File: src/rtl/alu_ctrl_pkg.sv
// ALUCtrl operation codes, instruction field constants and issue FSM encoding.
// Shared by the decoder and the issue stage; no logic of its own.
// Nothing here carries state or flow control.
package alu_ctrl_pkg;

  // ALU operation codes driven on ALUCtrl; 3'b111 is reserved and never produced
  localparam logic [2:0] ALU_PASS = 3'b000;
  localparam logic [2:0] ALU_ADD  = 3'b001;
  localparam logic [2:0] ALU_SUB  = 3'b010;
  localparam logic [2:0] ALU_AND  = 3'b011;
  localparam logic [2:0] ALU_OR   = 3'b100;
  localparam logic [2:0] ALU_XOR  = 3'b101;
  localparam logic [2:0] ALU_MUL  = 3'b110;

  // Major opcodes
  localparam logic [6:0] OP_REG    = 7'b0110011;
  localparam logic [6:0] OP_IMM    = 7'b0010011;
  localparam logic [6:0] OP_LOAD   = 7'b0000011;
  localparam logic [6:0] OP_STORE  = 7'b0100011;
  localparam logic [6:0] OP_BRANCH = 7'b1100011;

  // funct7 variants of OP_REG
  localparam logic [6:0] F7_BASE = 7'b0000000;
  localparam logic [6:0] F7_ALT  = 7'b0100000;
  localparam logic [6:0] F7_MUL  = 7'b0000001;

  // funct3 selectors
  localparam logic [2:0] F3_ADD = 3'b000;
  localparam logic [2:0] F3_XOR = 3'b100;
  localparam logic [2:0] F3_OR  = 3'b110;
  localparam logic [2:0] F3_AND = 3'b111;

  // Decoder result
  typedef struct packed {
    logic [2:0] code;
    logic       illegal;
  } dec_t;

  // Issue FSM: IDLE accepts from ID, MULW holds a multi-cycle MUL
  typedef enum logic {
    ST_IDLE = 1'b0,
    ST_MULW = 1'b1
  } state_t;

endpackage

File: src/rtl/alu_ctrl_decode.sv
// Purpose: map opcode/funct3/funct7 to an ALU operation code plus an illegal flag.
// Latency: purely combinational, zero cycles.
// Backpressure: none; the issue stage decides when the result is used.
module alu_ctrl_decode
  import alu_ctrl_pkg::*;
(
  input  logic [6:0] opcode,
  input  logic [2:0] funct3,
  input  logic [6:0] funct7,
  output dec_t       dec
);

  // Anything not matched below falls through to PASS and is flagged illegal
  always_comb begin
    dec.code    = ALU_PASS;
    dec.illegal = 1'b1;
    case (opcode)
      OP_REG: begin
        if (funct7 == F7_BASE) begin
          dec.illegal = 1'b0;
          case (funct3)
            F3_ADD:  dec.code = ALU_ADD;
            F3_AND:  dec.code = ALU_AND;
            F3_OR:   dec.code = ALU_OR;
            F3_XOR:  dec.code = ALU_XOR;
            default: dec.illegal = 1'b1;
          endcase
        end else if (funct7 == F7_ALT && funct3 == F3_ADD) begin
          dec.code    = ALU_SUB;
          dec.illegal = 1'b0;
        end else if (funct7 == F7_MUL && funct3 == F3_ADD) begin
          dec.code    = ALU_MUL;
          dec.illegal = 1'b0;
        end
      end
      OP_IMM: begin
        // only addi is supported among the immediate forms
        if (funct3 == F3_ADD) begin
          dec.code    = ALU_ADD;
          dec.illegal = 1'b0;
        end
      end
      OP_LOAD, OP_STORE: begin
        // address generation: base + offset, any width
        dec.code    = ALU_ADD;
        dec.illegal = 1'b0;
      end
      OP_BRANCH: begin
        // compare by subtraction
        dec.code    = ALU_SUB;
        dec.illegal = 1'b0;
      end
      default: ;
    endcase
  end

endmodule

File: src/rtl/alu_ctrl_issue.sv
// Purpose: ID/EX control register for ALUCtrl; sequences multi-cycle MUL issue.
// Latency: one edge from accepted ID input to ALUCtrl_o; MUL stays on ALUCtrl_o for MUL_CYCLES cycles.
// Backpressure: busy_o holds ID during MUL; stall_i freezes all state; flush_i clears and drops the input.
module alu_ctrl_issue
  import alu_ctrl_pkg::*;
#(
  parameter int MUL_CYCLES = 4
) (
  input  logic       clk_i,
  input  logic       rst_i,
  input  logic       valid_i,
  input  logic [6:0] opcode_i,
  input  logic [2:0] funct3_i,
  input  logic [6:0] funct7_i,
  input  logic       stall_i,
  input  logic       flush_i,
  output logic [2:0] ALUCtrl_o,
  output logic       valid_o,
  output logic       commit_o,
  output logic       busy_o,
  output logic       illegal_o
);

  localparam int                CNT_W     = $clog2(MUL_CYCLES) + 1;
  localparam logic [CNT_W-1:0]  CNT_INIT  = CNT_W'(MUL_CYCLES - 1);
  localparam logic [CNT_W-1:0]  CNT_LAST  = CNT_W'(1);
  localparam bit                MUL_MULTI = (MUL_CYCLES > 1);

  // Reject out-of-range MUL latency at elaboration
  if (MUL_CYCLES < 1 || MUL_CYCLES > 16) begin : g_bad_mul_cycles
    $error("alu_ctrl_issue: MUL_CYCLES must be within 1..16");
  end

  dec_t             dec;
  state_t           state;
  logic [CNT_W-1:0] cnt;

  alu_ctrl_decode u_decode (
    .opcode (opcode_i),
    .funct3 (funct3_i),
    .funct7 (funct7_i),
    .dec    (dec)
  );

  // Issue FSM and output registers: flush beats stall beats normal update
  always_ff @(posedge clk_i or posedge rst_i) begin
    if (rst_i) begin
      state     <= ST_IDLE;
      cnt       <= '0;
      ALUCtrl_o <= ALU_PASS;
      valid_o   <= 1'b0;
      commit_o  <= 1'b0;
      busy_o    <= 1'b0;
      illegal_o <= 1'b0;
    end else if (flush_i) begin
      // aborts any MUL in flight; the presented instruction is dropped
      state     <= ST_IDLE;
      cnt       <= '0;
      ALUCtrl_o <= ALU_PASS;
      valid_o   <= 1'b0;
      commit_o  <= 1'b0;
      busy_o    <= 1'b0;
      illegal_o <= 1'b0;
    end else if (!stall_i) begin
      case (state)
        ST_IDLE: begin
          if (valid_i) begin
            ALUCtrl_o <= dec.code;
            valid_o   <= 1'b1;
            illegal_o <= dec.illegal;
            if (MUL_MULTI && dec.code == ALU_MUL) begin
              cnt      <= CNT_INIT;
              busy_o   <= 1'b1;
              commit_o <= 1'b0;
              state    <= ST_MULW;
            end else begin
              busy_o   <= 1'b0;
              commit_o <= 1'b1;
            end
          end else begin
            ALUCtrl_o <= ALU_PASS;
            valid_o   <= 1'b0;
            commit_o  <= 1'b0;
            busy_o    <= 1'b0;
            illegal_o <= 1'b0;
          end
        end
        ST_MULW: begin
          // ID inputs are ignored; the MUL code is held until its last cycle
          ALUCtrl_o <= ALU_MUL;
          valid_o   <= 1'b1;
          if (cnt == CNT_LAST) begin
            cnt      <= '0;
            commit_o <= 1'b1;
            busy_o   <= 1'b0;
            state    <= ST_IDLE;
          end else begin
            cnt <= cnt - 1'b1;
          end
        end
        default: state <= ST_IDLE;
      endcase
    end
  end

endmodule

File: config.mk
export PLATFORM = sky130hd
export DESIGN_NAME = alu_ctrl_issue
export DESIGN_NICKNAME = d
export VERILOG_FILES = /design/src/rtl/alu_ctrl_pkg.sv /design/src/rtl/alu_ctrl_decode.sv /design/src/rtl/alu_ctrl_issue.sv
export SDC_FILE = /design/constraint.sdc
export NUM_CORES = 1
export LEC_CHECK = 0
export CORE_MARGIN = 2
export CORE_UTILIZATION = 41
export DETAILED_ROUTE_END_ITERATION = 6
export GPL_ROUTABILITY_DRIVEN = 1
export PLACE_DENSITY = 0.87
export SYNTH_ARGS = -nofsm -noshare
export SYNTH_HDL_FRONTEND = slang
export SYNTH_SLANG_ARGS = --single-unit
export TNS_END_PERCENT = 100
File: constraint.sdc
create_clock -name clk_i -period 2.1 [get_ports clk_i]
set_clock_uncertainty 0.2 [all_clocks]
set_input_delay 0.63 -clock clk_i [delete_from_list [all_inputs] [get_ports clk_i]]
set_output_delay 0.63 -clock clk_i [all_outputs]
set_load 0.005 [all_outputs]
==> run summary <==
Chip Height -> 47.4 µm
Worst-path clk slew -> 70 ps
Max stage delay on crit path -> 500 ps
Final GP Congestion -> 0.820
Vias in the first global route -> 914
ANT cells -> 0
Vias/cell -> 5.51
DR iter-0 viols -> 23
Worst-case clock buffer depth -> 2
Nets@finish -> 169
Worst R2R End -> cnt[2]$_DFFE_PP0P_
Register area share after synthesis -> 0.356
Sequential cell area -> 275 µm²
Simple-Gate Fraction of Synth Area -> 0.298
Synth Instances -> 92
Post-Synth Adder-Cell Area -> 0.0324
Compound-Gate Fraction of Synth Area -> 0.231
Post-route minimum period -> 2030 ps
Worst Reg2Reg Path Length in Cells -> 5
Largest family of logic cells by synthesized area -> simple AND/OR/NAND/NOR gates
CTS H-tree lvls -> 1
WL per Instance -> 14.4 µm
Share of layout cells above drive strength 1 -> 0.361
Die Area -> 0.00225 mm²
Leakage -> 0.582 nW
Die W -> 47.4 µm
Seq cells post-synth -> 11
Critical path class -> input port to flop
Filler cells -> 131
Syn_nets -> 116
Max_cap viols -> 0
DR pass1 iterations -> 4
Reg2reg start -> cnt[1]$_DFFE_PP0P_
Largest net degree at the start of global routing -> 12
Antenna viol nets, final -> 0
Placed insts -> 161
CTS Buf Count -> 3
Dpl hpwl -> 1750 µm
CTS tree -> yes
Pwr dens -> 421 mW/mm²
Gr usage total -> 0.228
Setup Viol. Count Final -> 0
Post-synth cell types -> 36
Hold depth -> 2
WL final -> 2440 µm
Starting density of the core -> 0.443
Post-Syn Area -> 773 µm²
Final Non-Filler Cells -> 169
WP data required -> 2120 ps
Grt ovf -> 0
Worst EP arrival -> 2050 ps
# DRC -> 0
Worst hold path type -> flop to flop
Clock root cell -> clkbuf_4
Footprint of the multi-input gates -> 529 µm²
Core ar. -> 0.00175 mm²
Worst slew pin tran -> 445 ps
Max Slew Vio Count -> 0
XOR/XNOR Fraction of Synth Area -> 0.0113
Rel. slew slack -> 0.695
Fmax achieved -> 492 MHz
Final Hold Vio Count -> 0
Total I/O pin count -> 29
Clk sinks -> 11
First-pass GRT wire length -> 3570 µm
Warnings from Yosys -> 0
Family with the most delay on the worst path -> simple AND/OR/NAND/NOR gates
Rows -> 15
Syn_area_per_cell -> 8.40 µm²
Status -> finished clean
Hold EP -> commit_o$_DFFE_PP0P_
Via count -> 932
Startpoint type of the worst setup path -> input port
Critical Path, Cell by Cell -> clkdlybuf4s15_2 -> or4_4 -> nand2_2 -> a31oi_1 -> or4b_1 -> a21oi_2
Clock latency at the later pin of the worst-skew pair -> 280 ps
Initial antenna violation count -> 0
Setup slack, reg-to-reg -> 470 ps
Fin crit share -> 0.969
Worst-path fanout max -> 3
Final setup TNS -> 0 ps
Hold_sp -> commit_o$_DFFE_PP0P_
Crit end category -> flop
Mux share of post-synthesis cell area -> 0.0146
Most common cell after layout, fill and taps aside -> buf_4
Commonest non-fill, non-tap cells in the layout -> buf_4, clkdlybuf4s50_1, dfrtp_1, nor2_1, a21oi_1
IO Port Bufs -> 28
Max VDD drop -> 0.278 mV
Worst Path Buf+Inv -> 1
Area Growth Syn to Fin -> 69.3%
Worst path slowest cell -> or4b_1
cell families after synthesis:
logic type	after synthesis
AOI/OAI and AO/OA	27
xor gates and xnor gates	1
adders and majority gates	2
buffers and inverters	10
DFF	11
muxes	1
and+or+nand+nor	40
state kept, by name, indices dropped and copies added, names as in the netlist:
name	flops
ALUCtrl_o	3
valid_o	1
cnt	3
commit_o	1
illegal_o	1
state	1
busy_o	1
timing repair:
action | 4_1_cts | 5_1_grt
endpoints found under the setup margin | 10 | 8
pin swaps | 11 | 10
hold buffers | 0 | 0
setup buffers | 4 | 0
cloned | 0 | 0
resized for setup | 32 | 19
worst max-delay path by stage:
stage / startpoint / to / slack, ps / depth (start not counted)
3_5_place_dp: opcode_i[5] / cnt[2]$_DFFE_PP0P_ / -570 / 6
5_1_grt: funct7_i[0] / ALUCtrl_o[1]$_DFFE_PP0P_ / -6 / 6
2_1_floorplan: opcode_i[5] / ALUCtrl_o[0]$_DFFE_PP0P_ / -10 / 5
4_1_cts: opcode_i[4] / cnt[1]$_DFFE_PP0P_ / 0.05 / 6
6_report: funct3_i[0] / ALUCtrl_o[0]$_DFFE_PP0P_ / 70 / 6
3_3_place_gp: opcode_i[5] / ALUCtrl_o[1]$_DFFE_PP0P_ / -530 / 6
layout make-up:
| cell class | instances | area share |
|---|---|---|
| Multi-Input combinational cell | 71 | 0.404 |
| Timing Repair Buffer | 51 | 0.321 |
| Sequential cell | 11 | 0.210 |
| Tap cell | 25 | 0.0239 |
| Clock buffer | 4 | 0.0201 |
| Inverter | 7 | 0.0201 |
synth_stat cells:
library cell  count  area [µm²]
o211ai_1          1        7.51
dfrtp_1          11         275
o21ai_0           3        15.0
inv_1             7        26.3
nor4b_1           3        26.3
xnor2_1           1        8.76
a21oi_1          10        50.1
nand2_1           7        26.3
o21bai_1          1        7.51
a2111oi_0         1        8.76
or4_4             1        11.3
a211o_1           1        8.76
o31ai_1           1        7.51
nor3_2            1        10.0
nor3b_1           1        7.51
and4bb_2          1        12.5
nor2_1           10        37.5
nor4_1            1        6.26
or4b_1            1        10.0
a221oi_1          4        35.0
nand2_2           1        6.26
o2111ai_1         1        8.76
nand3_1           3        15.0
a31oi_1           1        6.26
nor2b_1           4        25.0
a21o_1            1        7.51
ha_1              2        25.0
nor3_1            2        10.0
buf_2             2        10.0
nand4_1           2        12.5
and2_2            1        7.51
o221ai_1          1        8.76
buf_4             1        7.51
a22oi_1           1        7.51
mux2_2            1        11.3
nand2b_1          1        6.26
routing by layer:
layer  part of all wire  vias up  wire length, µm  track usage
li1                   -      445                -            -
met1               0.37      443              894        0.214
met2               0.56       37             1380        0.478
met3              0.042        7              102       0.0151
met4              0.025        0               62        0.111
met5                  0        -                0            0
power by group:
part           internal (mW)  switching [mW]
Combinational         0.0924          0.0784
Sequential             0.224         0.00961
Clock                 0.0738          0.0729
stage by stage:
step / power, mW / area (µm²) / util / hold WS, ps / setup slack [ps]
after floorplan: 0.299 / 773 / - / 273 / -14.3
after global placement: 0.391 / 1210 / 0.693 / 261 / -532
after detailed placement: 0.397 / 1210 / 0.693 / 270 / -574
after CTS: 0.541 / 1270 / 0.729 / 284 / 0.0495
after global routing: 0.572 / 1310 / 0.750 / 315 / -6.13
final: 0.551 / 1310 / 0.750 / 283 / 65.8
tightest hold or removal path, cell delays in order (launching register included):
cell     delay, ps
dfrtp_1        340
nand2_1         50
o31ai_1         50
Power figures use the tool's default switching activity.
